File: config.mk
export PLATFORM = sky130hd
export DESIGN_NAME = stud_sync_word_qualifier
export DESIGN_NICKNAME = d
export VERILOG_FILES = /design/src/rtl/stud_sync_word_qualifier.sv
export SDC_FILE = /design/constraint.sdc
export NUM_CORES = 1
export LEC_CHECK = 0
export ABC_AREA = 1
export CAP_MARGIN = 0
export CORE_ASPECT_RATIO = 1.25
export CORE_UTILIZATION = 50
export CTS_CLUSTER_SIZE = 25
export DETAILED_ROUTE_END_ITERATION = 7
export PLACE_DENSITY = 0.77
export SLEW_MARGIN = 15
export SYNTH_ARGS = -nofsm -noshare
export SYNTH_HDL_FRONTEND = slang
export SYNTH_SLANG_ARGS = --single-unit
File: constraint.sdc
create_clock -name clk_i -period 2.1 [get_ports clk_i]
set_input_delay 0.21 -clock clk_i [delete_from_list [all_inputs] [get_ports clk_i]]
set_output_delay 0.21 -clock clk_i [all_outputs]
set_load 0.02 [all_outputs]
File: src/rtl/stud_sync_word_qualifier.sv
// rtl/stud_sync_word_qualifier.sv - qualifies a synchronized multi-bit word by stability and hands it downstream once
module stud_sync_word_qualifier #(
    parameter int WIDTH         = 16,
    parameter int STABLE_CYCLES = 4
) (
    input  logic             clk_i,
    input  logic             rst_i,
    input  logic             enable_i,
    input  logic [WIDTH-1:0] data_i,
    input  logic             ready_i,
    input  logic             clr_ovr_i,
    output logic [WIDTH-1:0] data_o,
    output logic             valid_o,
    output logic             overrun_o
);

    localparam int CNT_W = $clog2(STABLE_CYCLES + 1);
    localparam logic [CNT_W-1:0] C_MAX = CNT_W'(STABLE_CYCLES);
    localparam logic [CNT_W-1:0] C_ONE = CNT_W'(1);

    typedef enum logic [1:0] {
        ST_IDLE  = 2'd0,
        ST_TRACK = 2'd1,
        ST_HOLD  = 2'd2
    } state_t;

    state_t             state_q, state_d;
    logic [WIDTH-1:0]   s_q, s_d;
    logic [CNT_W-1:0]   c_q, c_d;
    logic               have_last_q, have_last_d;
    logic [WIDTH-1:0]   data_q, data_d;
    logic               valid_q, valid_d;
    logic               overrun_q, overrun_d;

    logic               sample_changed;
    logic               word_qualified;
    logic               word_is_new;
    logic               capture;
    logic               handshake;
    logic               overrun_set;

    // Shared qualification terms used by both the FSM and the datapath.
    always_comb begin
        sample_changed = (data_i != s_q);
        word_qualified = (c_q == C_MAX);
        // First word after reset/enable is always new, even if it matches the old data_o.
        word_is_new    = !have_last_q || (s_q != data_q);
        capture        = enable_i && (state_q == ST_TRACK) && word_qualified && word_is_new;
        handshake      = enable_i && (state_q == ST_HOLD) && ready_i;
        // A qualified, undelivered word that is about to be replaced while the consumer stalls.
        overrun_set    = (state_q == ST_HOLD) && !ready_i && word_qualified
                         && (s_q != data_q) && sample_changed;
    end

    // State register and all datapath flops.
    always_ff @(posedge clk_i) begin
        if (rst_i) begin
            state_q     <= ST_IDLE;
            s_q         <= '0;
            c_q         <= '0;
            have_last_q <= 1'b0;
            data_q      <= '0;
            valid_q     <= 1'b0;
            overrun_q   <= 1'b0;
        end else begin
            state_q     <= state_d;
            s_q         <= s_d;
            c_q         <= c_d;
            have_last_q <= have_last_d;
            data_q      <= data_d;
            valid_q     <= valid_d;
            overrun_q   <= overrun_d;
        end
    end

    // Next-state logic; disabling always returns to IDLE regardless of state.
    always_comb begin
        state_d = state_q;
        if (!enable_i) begin
            state_d = ST_IDLE;
        end else begin
            case (state_q)
                ST_IDLE:  state_d = ST_TRACK;
                ST_TRACK: if (capture) state_d = ST_HOLD;
                ST_HOLD:  if (ready_i) state_d = ST_TRACK;
                default:  state_d = ST_IDLE;
            endcase
        end
    end

    // Output and tracking logic: stability counter, capture, handshake, sticky overrun.
    always_comb begin
        s_d         = s_q;
        c_d         = c_q;
        have_last_d = have_last_q;
        data_d      = data_q;
        valid_d     = valid_q;
        overrun_d   = overrun_q;

        if (!enable_i || (state_q == ST_IDLE)) begin
            // IDLE holds the tracker cleared; data_o is retained across a disable.
            s_d         = '0;
            c_d         = '0;
            have_last_d = 1'b0;
            valid_d     = 1'b0;
        end else begin
            // The tracker keeps running in HOLD so a later word can qualify meanwhile.
            if (sample_changed) begin
                s_d = data_i;
                c_d = C_ONE;
            end else if (c_q != C_MAX) begin
                c_d = c_q + C_ONE;
            end

            if (capture) begin
                data_d      = s_q;
                valid_d     = 1'b1;
                have_last_d = 1'b1;
            end

            // Capture is only possible from TRACK, so valid_o drops for at least one cycle.
            if (handshake) begin
                valid_d = 1'b0;
            end
        end

        // Set has priority over clear.
        if (overrun_set) begin
            overrun_d = 1'b1;
        end else if (clr_ovr_i) begin
            overrun_d = 1'b0;
        end
    end

    assign data_o    = data_q;
    assign valid_o   = valid_q;
    assign overrun_o = overrun_q;

endmodule

==> results_dict.tcl, run 1 <==
set metrics [dict create \
    status "finished, final reports clean" \
    htree_levels 2 \
    grt_antenna_before_repair 0 \
    place_congestion 0.787 \
    route.final.wire_length_um 4160 \
    insertedDiodeCount 0 \
    synth_cell_area_um2 2050 \
    yosysWarnings 0 \
    final_cell_mix "78 x nand2_1, 50 x inv_1, 46 x nor2_1" \
    worstPathCellList "inv_1, nand2_1, nand2_1, nor2_1, nand2_1, nor2_2, nand3_4, nand2_4, inv_4, nor2_1, nor2_1" \
    drt_pre_antenna_iters 4 \
    grt.busiest_layer "met2" \
    worst_hold_path.endpoint "overrun_o" \
    startpoint_type "flop" \
    routed_wire_length_per_instance_um 10.4 \
    routed-via-count 1793 \
    nets 368 \
    postCtsHoldBufs 0 \
    vias_per_cell 4.48 \
    num_io_pins 39 \
    ys_types 23 \
    worst_slew_margin_rel_pct 68.3 \
    tritoncts "built" \
    timing.clock.skew_ns 0.00415 \
    min_cycle_time_layout_ns 1.63 \
    worstSkewPairLatency_ns 0.29 \
    port_buffers 38 \
    worst_ep_required_time_ns 2.29 \
    syn_area_cell_um2 6.83 \
    synth_xor_xnor_area_share_pct 7.25 \
    slew_violations 0 \
    grt_start_max_net_pins 18 \
    total_number_of_clock_tree_sinks 40 \
    maxCapViolations 0 \
    max-vdd-ir-drop_mv 0.411 \
    layout-drive-gt1-share_pct 11.6 \
    clockRootBuffer "clkbuf_8" \
    worstPathMaxFanout 17 \
    finalSetupViolCount 0 \
    reg2reg_start "s_q[9]" \
    die-area_um2 4370 \
    layout.cells.most_common "nand2_1" \
    core_region_area_um2 3850 \
    clock_path_buffers 2 \
    grt_util_all_layers_pct 21.5 \
    drtIter0Drc 49 \
    dp.final_hpwl_um 3170 \
    yosys_register_bits 40 \
    grt_first_pass_wirelength_um 6980 \
    critical-path-max-stage-delay_ns 0.38 \
    rr_endpoint "data_o[5]" \
    grtUsageMet1_pct 24.2 \
    clock_transition_at_path_regs_ns 0.07 \
    critPathCaptureType "flop" \
    synth_mux_area_share_pct 0 \
    grt_pass1_vias 1649 \
    setup_repair_after_global_routing_missed_its_margin "false" \
    timing.hold.worst.start "overrun_o" \
    use_met2_pct 37.6 \
    synth.yosys.seq_area_share_pct 39.0 \
    final_core_utilization_pct 67.0 \
    comb_power_share_pct 8.6 \
    syn-instance-count 301 \
    num_cts_buffers 5 \
    cellInternalPower_uw 1100 \
    layout_worst_path_cycle_share_pct 77.5 \
    worstMarginPinSlew_ns 0.476 \
    cts_repair_resize_count 0 \
    fp-row-count 25 \
    die_w_um 59.3 \
    met3_usage_pct 5.11 \
    largest_family_of_logic_cells_by_synthesized_area "simple AND/OR/NAND/NOR gates" \
    worst_path_class_setup "reg -> reg" \
    ys_top_cells_by_area "dfxtp_1 39%, nand2_1 14%, inv_1 9.1%" \
    final-hold-violation-count 0 \
    route.antenna.remaining_nets 0 \
    hold_path_class "reg -> reg" \
    initial_utilization_pct 53.4 \
    synth_adder_area_share_pct 1.22 \
    synth_simple_gate_area_share_pct 38.0 \
    floorplan.die.height_um 73.7 \
    p_per_area_nw_per_um2 549 \
    synth_largest_area_cell "dfxtp_1" \
    p_leak_uw 0.00110 \
    seqPwrFrac_pct 54.5 \
    reg2reg_setup_slack_ns 0.47 \
    switching_share_pct 22.4 \
    arrival_ns 1.82 \
    total_switching_power_uw 317 \
    postSynthNetCount 324 \
    worst_path_max_delay_cell "dfxtp_1" \
    clock.fmax_ghz 0.614 \
    synth_area_in_compound_gates_pct 1.95 \
    top_area_cell_type_share_of_the_netlist_area_pct 39.0 \
    cts_setup_buffers 0 \
    area_growth_syn_to_layout_pct 25.4 \
    remaining_drc_errors 0 \
    rr_worst_depth 11 \
    nFillCells 350 \
    setup-tns-final_ns 0 \
    globalRouteOverflowTotal 0 \
    report.power.total_uw 1410 \
    worst_hold_path.num_cells 2 \
    portion_of_total_power_attributed_to_the_clock_network_pct 36.9 \
]
## metal layers
| layer | routed length (µm) | part of all wire, % | vias to the layer above |
|---|---|---|---|
| met5 | 0 | 0 | - |
| met4 | 91 | 2.2 | 0 |
| met3 | 150 | 3.6 | 10 |
| met2 | 2030 | 49 | 39 |
| met1 | 1890 | 45 | 768 |
| li1 | - | - | 976 |
## area by class of cell
cell class | count | area [µm²] | area share [%]
Multi-Input combinational cell | 200 | 995 | 38.6
Sequential cell | 40 | 801 | 31.1
Timing Repair Buffer | 42 | 410 | 15.9
Inverter | 56 | 213 | 8.26
Clock buffer | 8 | 90.1 | 3.50
Tap cell | 54 | 67.6 | 2.62
## how the worst max path moves through the flow
stage / from / endpoint / slack, ns / cells after the start
after global placement: enable_i / c_q[1] / 0.48 / 8
after CTS: data_o[9] / data_o[7] / 0.45 / 11
final: s_q[9] / data_o[5] / 0.47 / 11
after floorplan: data_o[8] / data_o[10] / 0.53 / 12
after global routing: s_q[12] / data_o[5] / 0.26 / 11
after detailed placement: enable_i / c_q[1] / 0.46 / 8
## worst max-delay path: cells and delay by family (launching register included)
kind	cells	cell delay, ns
buffers and inverters	2	0.18
flip-flops	1	0.38
AND/OR/NAND/NOR	9	0.95
## power by group through the flow
stage	clock network, µW	logic (µW)	registers, µW
2_1_floorplan	0	65.6	787
3_3_place_gp	0	121	788
3_5_place_dp	0	122	788
4_1_cts	532	122	771
5_1_grt	570	136	771
6_report	521	121	771
## synth_stat cells (all sizes together)
cell type and n:
nand2 79, a21oi 6, nand3 21, xor2 2
clkbuf 2, dfxtp 40, nand3b 2, nor4 1
o21ai 2, ha 2, xnor2 15, nor2 67
nand4 3, buf 3, inv 56
## state kept, by name, indices dropped and copies added, names as in the netlist
name,count
have_last_q,1
data_o,16
state_q,2
c_q,3
overrun_o,1
valid_o,1
s_q,16
## stage by stage
stage                     area [µm²]  hold WS, ns  setup slack, ns  std cells
after detailed placement        2490        0.465            0.456        392
after floorplan                 2050        0.279            0.529        301
after CTS                       2580        0.484            0.454        400
final                           2580        0.483            0.472        400
after global placement          2490        0.468            0.477        392
after global routing            2580        0.496            0.262        400
## kinds of logic after synthesis
logic type,Yosys count
compound gates,8
xor+xnor,17
fa+ha+maj,2
buf+inv,61
flops,40
simple gates,173
(Power assumes the default switching activity.)
==> inputs of run 2 (changes only) <==
Clock period 2.1 ns to 1.69 ns, I/O delays scaled along.
==> run 2 against run 1 <==
  * Count of clock-buffer cells in the layout stayed put
  * Critical path depth is 3 lower
  * Global-route usage grew 1.1 points
  * Final cell count grew 0.50%
  * Register-to-register slack worse by 0.31 ns
  * Non-clock buffer count increased by 2
  * Sequential power is 24% higher
  * Power rose by 25%
  * Sequential cell count unchanged
  * Largest cell class unchanged
  * Largest power group unchanged
==> results_dict.tcl, run 2 (synthesis gave the netlist of run 1 again) <==
set metrics [dict create \
    status "finished, final reports clean" \
    grt_util_all_layers_pct 22.6 \
    min_cycle_time_layout_ns 1.53 \
    nFillCells 362 \
    clockRootBuffer "clkbuf_8" \
    routed-via-count 1843 \
    fp-row-count 25 \
    critPathCaptureType "flop" \
    routed_wire_length_per_instance_um 10.5 \
    die-area_um2 4370 \
    route.final.wire_length_um 4200 \
    p_leak_uw 0.00111 \
    hold_path_class "in -> reg" \
    drt_pre_antenna_iters 4 \
    worstMarginPinSlew_ns 0.332 \
    clock_transition_at_path_regs_ns 0.08 \
    max-vdd-ir-drop_mv 0.433 \
    tritoncts "built" \
    worst_path_max_delay_cell "dfxtp_1" \
    initial_utilization_pct 53.4 \
    setup-tns-final_ns 0 \
    place_congestion 0.775 \
    worstSkewPairLatency_ns 0.30 \
    maxCapViolations 0 \
    finalSetupViolCount 0 \
    critical-path-top-cell-by-count "nor2_1" \
    startpoint_type "flop" \
    slew_violations 0 \
    drtIter0Drc 69 \
    vias_per_cell 4.58 \
    finalHoldWorstSlack_ns 0.440 \
    worst_ep_required_time_ns 1.93 \
    cts_repair_resize_count 0 \
    layout_worst_path_cycle_share_pct 90.5 \
    grt_antenna_before_repair 0 \
    num_cts_buffers 5 \
    worst_path_class_setup "reg -> reg" \
    port_buffers 38 \
    grt_start_max_net_pins 18 \
    floorplan.die.height_um 73.7 \
    core_region_area_um2 3850 \
    cts_setup_buffers 0 \
    setup_repair_after_global_routing_missed_its_margin "false" \
    remaining_drc_errors 0 \
    dp.final_hpwl_um 3130 \
    worstPathMaxFanout 17 \
    critical-path-max-stage-delay_ns 0.37 \
    route.antenna.remaining_nets 0 \
    worst_slew_margin_rel_pct 77.7 \
    die_w_um 59.3 \
    nets 370 \
    layout-drive-gt1-share_pct 12.1 \
    clock.fmax_ghz 0.654 \
    worstPathCellList "inv_1, ha_1, nand2_1, nor4_4, nand2_4, inv_4, nor2_1, nor2_1" \
    timing.clock.skew_ns 0.00498 \
    grt_pass1_vias 1716 \
    htree_levels 2 \
    area_growth_syn_to_layout_pct 26.7 \
    num_io_pins 39 \
    arrival_ns 1.77 \
    globalRouteOverflowTotal 0 \
    clock_path_buffers 2 \
    insertedDiodeCount 0 \
    postCtsHoldBufs 0 \
    layout.cells.most_common "nand2_1" \
    grt_first_pass_wirelength_um 7270 \
    p_per_area_nw_per_um2 679 \
    final_cell_mix "78 x nand2_1, 50 x inv_1, 46 x nor2_1" \
    final-hold-violation-count 0 \
    total_number_of_clock_tree_sinks 40 \
]
==> run 2: cell types whose count changed in the layout (fill, tap and decap cells not counted) <==
cell / delta
buf_4: +1
buf_12: +1
==> run 2: critical path: cells and delay by family, from the launching register on <==
| kind | cells | cell delay, ns |
|---|---|---|
| adder cells (fa/ha/maj) | 1 | 0.16 |
| AND/OR/NAND/NOR | 5 | 0.65 |
| flip-flops | 1 | 0.37 |
| buffers and inverters | 2 | 0.30 |
==> run 2: final timing paths <==
check / start / to / slack [ns] / depth (start not counted)
max: c_q[0] / data_o[13] / 0.16 / 8
min: data_i[6] / s_q[6] / 0.44 / 3
max reg2reg: c_q[0] / data_o[13] / 0.16 / 8
min reg2reg: overrun_o / overrun_o / 0.47 / 2
==> run 2: routing by layer <==
layer / part of all wire [%] / up-vias / global-route usage (%) / wire length (µm)
li1: - / 983 / - / -
met4: 2.1 / 0 / 10.3 / 88
met5: 0 / - / 0 / 0
met3: 4.1 / 7 / 4.93 / 174
met1: 44 / 811 / 26.4 / 1830
met2: 50 / 42 / 39.0 / 2110
==> run 2: per-stage QoR <==
step | instances | utilization (%) | setup WS (ns) | power (µW) | instance area [µm²]
CTS | 402 | 67.7 | 0.139 | 1780 | 2600
finish | 402 | 67.7 | 0.160 | 1770 | 2600
global placement | 394 | 65.3 | 0.105 | 1130 | 2510
floorplan | 301 | - | 0.119 | 1060 | 2050
detailed placement | 394 | 65.3 | 0.0943 | 1130 | 2510
global route | 402 | 67.7 | 0.0236 | 1830 | 2600
==> run 2: cell type report <==
| class | instances | area [µm²] | area share (%) |
|---|---|---|---|
| tap | 54 | 67.6 | 2.59 |
| clock buffer | 8 | 90.1 | 3.46 |
| timing repair buffer | 44 | 438 | 16.8 |
| inverter | 56 | 213 | 8.17 |
| multi-input combinational | 200 | 995 | 38.2 |
| sequential | 40 | 801 | 30.8 |
==> run 2: power breakdown <==
part | total [µW] | switching, µW | internal (µW)
Combinational | 151 | 70.5 | 80.6
Clock | 660 | 327 | 333
Sequential | 958 | 7.72 | 950
Total | 1770 | 406 | 1360
